**src/rtl/mem_stack_pkg.sv**
```systemverilog
// mem_stack_pkg -- shared definitions for the MEM-bus stack peripheral.
//
// Holds the default geometry, the statusOut bit map and the strobe decode
// used by mem_stack. Imported by every file of the block so the bit
// positions and defaults live in exactly one place.
package mem_stack_pkg;

  // Default geometry.
  localparam int DEFAULT_DEPTH = 16;
  localparam int DEFAULT_WIDTH = 16;

  // statusOut bit positions.
  localparam int STAT_OVF   = 15;
  localparam int STAT_UNF   = 14;
  localparam int STAT_FULL  = 13;
  localparam int STAT_EMPTY = 12;
  localparam int STAT_CNT_W = 5;   // count field occupies statusOut[4:0]

  // Decoded bus operation for one cycle.
  typedef enum logic [1:0] {
    OP_NONE    = 2'd0,
    OP_PUSH    = 2'd1,
    OP_POP     = 2'd2,
    OP_REPLACE = 2'd3
  } stack_op_t;

  // write and read together on a selected cycle mean "replace top".
  function automatic stack_op_t decode_op(input logic sel,
                                          input logic write,
                                          input logic read);
    stack_op_t op;
    op = OP_NONE;
    if (sel) begin
      case ({write, read})
        2'b10:   op = OP_PUSH;
        2'b01:   op = OP_POP;
        2'b11:   op = OP_REPLACE;
        default: op = OP_NONE;
      endcase
    end
    return op;
  endfunction

endpackage

```
**src/rtl/mem_stack_regfile.sv**
```systemverilog
// stack_regfile -- storage for mem_stack.
//
// DEPTH x WIDTH register array with one synchronous write port and one
// asynchronous read port. Entries carry no reset; their content is
// undefined until written.
//
// Ports:
//   clk    in   clock, write happens on the rising edge
//   we     in   write enable
//   waddr  in   write index
//   wdata  in   write data
//   raddr  in   read index
//   rdata  out  combinational read of entry raddr
module stack_regfile
  import mem_stack_pkg::*;
#(
  parameter int DEPTH = DEFAULT_DEPTH,
  parameter int WIDTH = DEFAULT_WIDTH,
  parameter int IW    = $clog2(DEPTH)
) (
  input  logic             clk,
  input  logic             we,
  input  logic [IW-1:0]    waddr,
  input  logic [WIDTH-1:0] wdata,
  input  logic [IW-1:0]    raddr,
  output logic [WIDTH-1:0] rdata
);

  logic [WIDTH-1:0] mem [DEPTH];

  always_ff @(posedge clk) begin
    if (we) begin
      mem[waddr] <= wdata;
    end
  end

  assign rdata = mem[raddr];

endmodule

```
**src/rtl/mem_stack.sv**
```systemverilog
// mem_stack -- LIFO stack peripheral on the MEM bus.
//
// Control, pointer and sticky flags for a DEPTH-entry stack; storage lives
// in stack_regfile. Every output comes straight from a register (statusOut
// full/empty are decoded from the registered count only), so there is no
// combinational path from any input to any output.
//
// Ports:
//   CLK        in   system clock, all state changes on the rising edge
//   RESET_N    in   asynchronous active-low reset
//   sel        in   peripheral select, qualifies write/read
//   write      in   push strobe
//   read       in   pop strobe (write & read = replace top)
//   clear      in   synchronous flush + flag clear, ignores sel
//   dataIn     in   push / replace data
//   dataOut    out  registered top-of-stack, 0 when empty
//   statusOut  out  {overflow, underflow, full, empty, 7'b0, count[4:0]}
module mem_stack
  import mem_stack_pkg::*;
#(
  parameter int DEPTH = DEFAULT_DEPTH,
  parameter int WIDTH = DEFAULT_WIDTH
) (
  input  logic             CLK,
  input  logic             RESET_N,
  input  logic             sel,
  input  logic             write,
  input  logic             read,
  input  logic             clear,
  input  logic [WIDTH-1:0] dataIn,
  output logic [WIDTH-1:0] dataOut,
  output logic [15:0]      statusOut
);

  localparam int CW = $clog2(DEPTH + 1);  // count holds 0..DEPTH
  localparam int IW = $clog2(DEPTH);      // storage index

  logic [CW-1:0]    count_reg, count_next;
  logic [WIDTH-1:0] data_reg, data_next;
  logic             overflow_reg, overflow_next;
  logic             underflow_reg, underflow_next;

  logic             full;
  logic             empty;
  stack_op_t        op;

  logic             mem_we;
  logic [IW-1:0]    mem_waddr;
  logic [IW-1:0]    mem_raddr;
  logic [WIDTH-1:0] mem_rdata;

  assign full  = (count_reg == CW'(DEPTH));
  assign empty = (count_reg == '0);
  assign op    = decode_op(sel, write, read);

  // The read port always looks at the entry just below the current top:
  // that is what becomes visible after a pop.
  assign mem_raddr = IW'(count_reg - CW'(2));

  stack_regfile #(
    .DEPTH (DEPTH),
    .WIDTH (WIDTH),
    .IW    (IW)
  ) u_regfile (
    .clk   (CLK),
    .we    (mem_we),
    .waddr (mem_waddr),
    .wdata (dataIn),
    .raddr (mem_raddr),
    .rdata (mem_rdata)
  );

  always_comb begin
    count_next     = count_reg;
    data_next      = data_reg;
    overflow_next  = overflow_reg;
    underflow_next = underflow_reg;
    mem_we         = 1'b0;
    mem_waddr      = IW'(count_reg);

    if (clear) begin
      count_next     = '0;
      data_next      = '0;
      overflow_next  = 1'b0;
      underflow_next = 1'b0;
    end else begin
      case (op)
        OP_PUSH: begin
          if (full) begin
            overflow_next = 1'b1;
          end else begin
            mem_we     = 1'b1;
            mem_waddr  = IW'(count_reg);
            count_next = count_reg + CW'(1);
            data_next  = dataIn;
          end
        end
        OP_POP: begin
          if (empty) begin
            underflow_next = 1'b1;
          end else begin
            count_next = count_reg - CW'(1);
            // Popping the last entry exposes nothing, so show 0.
            data_next  = (count_reg == CW'(1)) ? '0 : mem_rdata;
          end
        end
        OP_REPLACE: begin
          mem_we    = 1'b1;
          data_next = dataIn;
          if (empty) begin
            // Nothing to replace: behaves as a push (never full here).
            mem_waddr  = IW'(count_reg);
            count_next = count_reg + CW'(1);
          end else begin
            mem_waddr  = IW'(count_reg - CW'(1));
          end
        end
        default: begin
        end
      endcase
    end
  end

  always_ff @(posedge CLK or negedge RESET_N) begin
    if (!RESET_N) begin
      count_reg     <= '0;
      data_reg      <= '0;
      overflow_reg  <= 1'b0;
      underflow_reg <= 1'b0;
    end else begin
      count_reg     <= count_next;
      data_reg      <= data_next;
      overflow_reg  <= overflow_next;
      underflow_reg <= underflow_next;
    end
  end

  always_comb begin
    statusOut               = '0;
    statusOut[STAT_OVF]     = overflow_reg;
    statusOut[STAT_UNF]     = underflow_reg;
    statusOut[STAT_FULL]    = full;
    statusOut[STAT_EMPTY]   = empty;
    statusOut[STAT_CNT_W-1:0] = STAT_CNT_W'(count_reg);
  end

  assign dataOut = data_reg;

endmodule

```
**config.mk**
```make
export PLATFORM = sky130hd
export DESIGN_NAME = mem_stack
export DESIGN_NICKNAME = d
export VERILOG_FILES = /design/src/rtl/mem_stack_pkg.sv /design/src/rtl/mem_stack_regfile.sv /design/src/rtl/mem_stack.sv
export SDC_FILE = /design/constraint.sdc
export NUM_CORES = 1
export LEC_CHECK = 0
export ABC_AREA = 1
export CORE_MARGIN = 5
export CORE_UTILIZATION = 38
export DETAILED_ROUTE_END_ITERATION = 10
export PLACE_DENSITY = 0.54
export SLEW_MARGIN = 20
export SYNTH_ARGS = -nofsm -noshare
export SYNTH_HDL_FRONTEND = slang
export SYNTH_SLANG_ARGS = --single-unit
```
**constraint.sdc**
```tcl
create_clock -name CLK -period 5.2 [get_ports CLK]
set_input_delay 1.04 -clock CLK [delete_from_list [all_inputs] [get_ports CLK]]
set_output_delay 1.04 -clock CLK [all_outputs]
set_load 0.02 [all_outputs]
```
# Word level (Yosys, flattened, before mapping)
# Memory sizes are Yosys's and may differ from the RTL's.
# Cells that the tools add are included.
[totals]
reg_bits = 23
ramBits = 256
in_bits = 22
output_inout_bits = 32
n_memories = 1
[classes]
addsub = 3
eq_ne = 11
n_mux = 26
reduce_logical = 10
[memory_table]
columns = ["memory", "depth", "width", "rd", "rd_clocked_by_memory_dff", "wr", "line_no", "text"]
rows = [
  ["u_regfile.mem", 16, 16, 1, 0, 1, "mem_stack_regfile.sv:29", "logic [WIDTH-1:0] mem [DEPTH];"],
]
[op_table]
columns = ["op", "n"]
rows = [
  ["16-bit 2-to-1 mux", 4],
  ["16-bit one-hot mux with 3 select lines", 1],
  ["5-bit 2-to-1 mux", 4],
  ["5-bit one-hot mux with 3 select lines", 1],
  ["4-bit 2-to-1 mux", 3],
  ["1-bit 2-to-1 mux", 10],
  ["3-bit != test (second input constant)", 3],
  ["2-bit == test (second input constant)", 4],
  ["2-bit nonzero test", 4],
  ["2-bit one-hot mux with 3 select lines", 1],
  ["5-bit by 1-bit adder with 5-bit output (second input constant)", 1],
  ["5-bit by 1-bit == test with 1-bit output (second input constant)", 1],
  ["5-bit == test (second input constant)", 1],
  ["5-bit zero test", 1],
  ["5-bit by 1-bit subtractor with 5-bit output (second input constant)", 1],
  ["2-bit by 1-bit == test with 1-bit output (second input constant)", 2],
  ["2-bit AND reduction", 2],
  ["4-bit AND reduction", 1],
  ["4-bit nonzero test", 1],
  ["4-bit by 2-bit subtractor with 4-bit output (second input constant)", 1],
  ["3-bit AND reduction", 1],
  ["2-bit 2-to-1 mux", 1],
  ["1-bit one-hot mux with 2 select lines", 1],
]

# Longest topological paths before layout
[logic_depth]
depth_word = 8
depth_mapped = 15

# Modules after synthesis
# A second synthesis with hierarchy kept.
[hier_totals]
cells_unflattened = 1317
area_unflattened_um2 = 12831.1
[modules_own_cells]
columns = ["mod", "n_inst", "cells_each", "area_each_um2"]
rows = [
  ["stack_regfile", 1, 1058, 11060.6],
  ["mem_stack", 1, 259, 1770.4],
]

# Least setup slack after synthesis
# OpenSTA, ideal clock, no wires.
[synth_path]
path_type = "input to register"
from = "input port sel"
to = "memory u_regfile.mem[12][0] (netlist name) (enable)"
setup_ns = 0.388
arrival_time_ns = 2.817
required_ns = 4.812
setup_slack_ns = 1.995
path_stages = 9
path_cell_list = "nand2_1 -> inv_1 -> ha_1 -> inv_1 -> nor2_2 -> nand2_2 -> o22ai_2 -> nand3_1 -> nor2_1"
[synth_between]
elab_chain_len = 6
[synth_rtl]
columns = ["item", "line_no", "text"]
rows = [
  ["start: declaration", "mem_stack.sv:26", "input logic sel,"],
  ["2-bit 2-to-1 mux (*)", "mem_stack_pkg.sv:33", "if (sel) begin"],
  ["2-bit == test / 2-bit by 1-bit == test with 1-bit output (equally long branches)", "mem_stack.sv:87", "case (op)"],
  ["1-bit one-hot mux with 2 select lines", "mem_stack.sv:87", ""],
  ["1-bit 2-to-1 mux", "mem_stack.sv:81", "if (clear) begin"],
  ["1-bit 2-to-1 mux", "mem_stack_regfile.sv:32", "if (we) begin"],
  ["1-bit 2-to-1 mux (implied by the code)", "mem_stack_regfile.sv:33", "mem[waddr] <= wdata;"],
  ["end: declaration", "mem_stack_regfile.sv:29", ""],
]
# Every way passes the cells marked *; elsewhere a longest branch is shown, timed or not.

# Worst setup path in the final report
[layout_path]
from = "register count_reg[0]"
to = "output port statusOut[12]"
[layout_between]
elab_chain_len = 1
[layout_rtl]
columns = ["item", "line_no", "text"]
rows = [
  ["start: declaration", "mem_stack.sv:38", "logic [CW-1:0] count_reg, count_next;"],
  ["start signal: assignment", "mem_stack.sv:131", "count_reg <= count_next;"],
  ["5-bit zero test", "mem_stack.sv:53", "assign empty = (count_reg == '0);"],
  ["end: declaration", "mem_stack.sv:32", "output logic [15:0] statusOut"],
]
# No other way between the ends.

==> impl_metrics.py <==
metrics = {
    "finish": {
        "drive_gt1_share_pct": 7.11,
        "regArea_sq_um": 8270,
        "fillers": 3236,
        "largest_reg_flops": 256,
        "multiInputGateArea_sq_um": 3290,
        "area_delta_synth_final_pct": 13.2,
        "layout.nets": 1344,
        "antennaDiodeCount": 0,
    },
    "worst_hold_path": {
        "min_path_type": "in -> async",
    },
    "clocking": {
        "cts_buffers": 31,
        "post_cts_buffers": 0,
        "h-tree-depth": 1,
        "clkTransAtPathRegs_ps": 60,
        "postCtsHoldBufs": 0,
        "clkLatencyLatePin_ps": 570,
        "clock-sinks": 279,
        "postCtsResizedCells": 0,
        "tritoncts": "done",
        "clockRootBuffer": "clkbuf_16",
        "cts_buffer_depth": 3,
    },
    "global_routing": {
        "grt_max_degree": 84,
        "global_route.usage.total_pct": 17.5,
        "grt_antenna_before_repair": 0,
        "grt_pass1_wl_mm": 49.5,
        "grt-ovfl-total": 0,
        "grt_pass1_vias": 8134,
    },
    "critical_path": {
        "slowest_delay_ps": 700,
        "crit_slowest_cell": "dfrtp_4",
        "crit_type": "reg -> out",
        "setup.worst_path.end_class": "output pin",
        "crit_family": "buffers and inverters",
        "critical_path_required_ps": 4160,
        "startpoint_type": "register",
        "crit_fanout": 49,
        "path_cells": "inv_4 -> ha_1 -> inv_2 -> nor3_4 -> clkdlybuf4s50_1",
        "cp_data_arrival_time_ps": 2990,
        "crit_buf_inv": 3,
    },
    "synth": {
        "ys_types": 33,
        "synth-seq-area-share_pct": 64.9,
        "synth-edff-count": 256,
        "ys_seq_elements": 279,
        "syn_inst": 1287,
        "syn_avg_cell_area_sq_um": 9.89,
        "synthFlopType": "edfxtp_1",
        "yosys_warnings": 0,
        "ys_async_sr_fraction_pct": 8.24,
        "synth_area_sq_um": 12700,
    },
    "timing": {
        "setup_tns_ps": 0,
        "finalClockSkew_ps": 10.3,
        "max_freq_ghz": 0.248,
        "hold_viol": 0,
        "period_needed_ps": 4030,
        "tightest_slew_ps": 1060,
        "period_share_pct": 77.4,
        "max_slew_margin_pct": 29.5,
        "final-setup-viol-count": 0,
        "finalWorstSetupSlack_ps": 1170,
        "grt_setup_unrepaired": "false",
        "slew_violations": 0,
    },
    "floorplanning": {
        "start_util_pct": 38.3,
        "die_w_um": 193,
        "rows": 67,
        "io_pins": 54,
        "die_area_sq_um": 37300,
        "dieHeight_um": 193,
        "core_area_sq_um": 33300,
    },
    "power": {
        "cellPowerDensity_nw_per_um2": 403,
        "ir_drop_mv": 0.260,
        "pwr-share-seq_pct": 43.4,
        "p_clk_share_pct": 35.6,
        "sw_frac_of_total_pct": 30.9,
        "p_sw_mw": 1.80,
        "p_leak_nw": 6.23,
        "power_frac_comb_pct": 21.0,
        "p_int_mw": 4.01,
    },
    "detailed_routing": {
        "wl_per_cell_um": 18.2,
        "drt_wl_total_mm": 32.4,
        "drcViolationCount": 0,
        "viasPerCell": 4.78,
        "num_vias": 8519,
        "antenna_left": 0,
        "drt_first_pass_iters": 5,
        "drtIter0Drc": 644,
    },
    "placement": {
        "place_ws_ps": 1130,
        "place_congestion": 0.802,
        "dp_hpwl_mm": 20.4,
        "portBuffers": 46,
    },
    "status": {
        "status": "finished clean",
    },
    "run": {
        "max_cap_violations": 0,
    },
}
power by group through the flow:
stage / Sequential, mW / Clock (mW) / Combinational (mW)
CTS: 2.52 / 2.11 / 1.23
floorplan: 2.57 / 0 / 0.805
finish: 2.52 / 2.07 / 1.22
global route: 2.53 / 2.21 / 1.35
global placement: 2.57 / 0 / 1.22
detailed placement: 2.57 / 0 / 1.22
logic make-up (layout without fill, tap and decap cells):
logic type	Yosys count	count (layout)	synth area share (%)
flops	279	279	64.9
compound gates	17	17	0.865
xor+xnor	4	4	0.275
fa+ha+maj	10	10	0.983
other cells	1	7	0.0294
buf+inv	285	328	9.78
simple gates	691	691	23.2
cell usage after synthesis, types with 2 or more instances:
cell type	count	area, sq um
nand3_1	197	986
xor2_1	3	26.3
nand2_4	2	22.5
inv_4	2	12.5
a21oi_1	5	25.0
buf_1	3	11.3
o21ai_1	5	25.0
buf_6	6	67.6
nand2_2	3	18.8
edfxtp_1	256	7690
nand2_1	459	1720
buf_4	24	180
nor3_4	2	32.5
inv_1	206	773
dfrtp_1	23	576
ha_1	10	125
clkbuf_1	13	48.8
nor2_4	2	22.5
nand3_2	2	20.0
nor2_1	20	75.1
buf_2	24	120
inv_2	6	22.5
o21ai_0	3	15.0
o22ai_2	2	25.0
area by class of cell:
type	count	share of cell area (%)
Clock buffer	36	5.51
Clock inverter	21	1.08
Inverter	215	5.68
Multi-Input combinational cell	729	22.8
Sequential cell	279	57.3
Tap cell	448	3.89
Timing Repair Buffer	56	3.68
path summary, 6_finish.rpt:
path	from	endpoint	slack, ps	cells after the start
worst max-delay path	count_reg[0]$_DFFE_PN0P_	statusOut[12]	1170	5
worst min-delay path	RESET_N	dataOut[9]$_DFFE_PN0P_	440	1
worst max register to register	count_reg[0]$_DFFE_PN0P_	u_regfile.mem[2][10]$_DFFE_PP_	1670	7
worst min register to register	dataOut[0]$_DFFE_PN0P_	dataOut[0]$_DFFE_PN0P_	480	2
max in group asynchronous	RESET_N	count_reg[0]$_DFFE_PN0P_	4370	1
min in group CLK	dataOut[0]$_DFFE_PN0P_	dataOut[0]$_DFFE_PN0P_	480	2
stage by stage:
| step | utilization (%) | instance area, sq um | hold WS (ps) | total power, mW | cells |
|---|---|---|---|---|---|
| after floorplan | - | 12800 | 496 | 3.37 | 1293 |
| after global placement | 40.5 | 13500 | 469 | 3.80 | 1727 |
| after detailed placement | 40.5 | 13500 | 470 | 3.79 | 1727 |
| after CTS | 43.3 | 14400 | 486 | 5.87 | 1784 |
| after global routing | 43.3 | 14400 | 480 | 6.08 | 1784 |
| final | 43.3 | 14400 | 442 | 5.81 | 1784 |
per-layer routing:
metal / wire (um) / track usage, % / up-vias
met1: 14800 / 25.0 / 4092
met5: 0 / 0 / -
li1: - / - / 4157
met3: 1650 / 2.16 / 45
met4: 767 / 4.30 / 0
met2: 15200 / 28.7 / 225
layout by cell type, fill, tap and decap left out, types with 3 or more instances in the layout:
master           netlist  routed
nor2_1                20       4
clkdlybuf4s50_1        0      45
dfrtp_1               23      21
clkbuf_1              13       5
clkinv_2               0       3
clkinv_1               0      14
buf_4                 24      10
inv_2                  6       7
edfxtp_1             256     256
o21ai_1                5       5
conb_1                 1       7
inv_4                  2       3
nand2_2                3       3
nor2_2                 1      17
nand3_1              197     197
xor2_1                 3       3
a21oi_1                5       5
nand2_1              459     459
o21ai_0                3       3
clkbuf_16              0      31
ha_1                  10      10
inv_1                206     204
worst reg2reg max path, stage by stage, from the launching register on:
cell     delay, ps
dfrtp_4        770
inv_4          350
ha_1           340
xnor2_1        330
o22ai_2        220
nor2_1         140
nand2_1        150
nor2_2         840
Note: power is estimated with default switching activity, not from simulation.
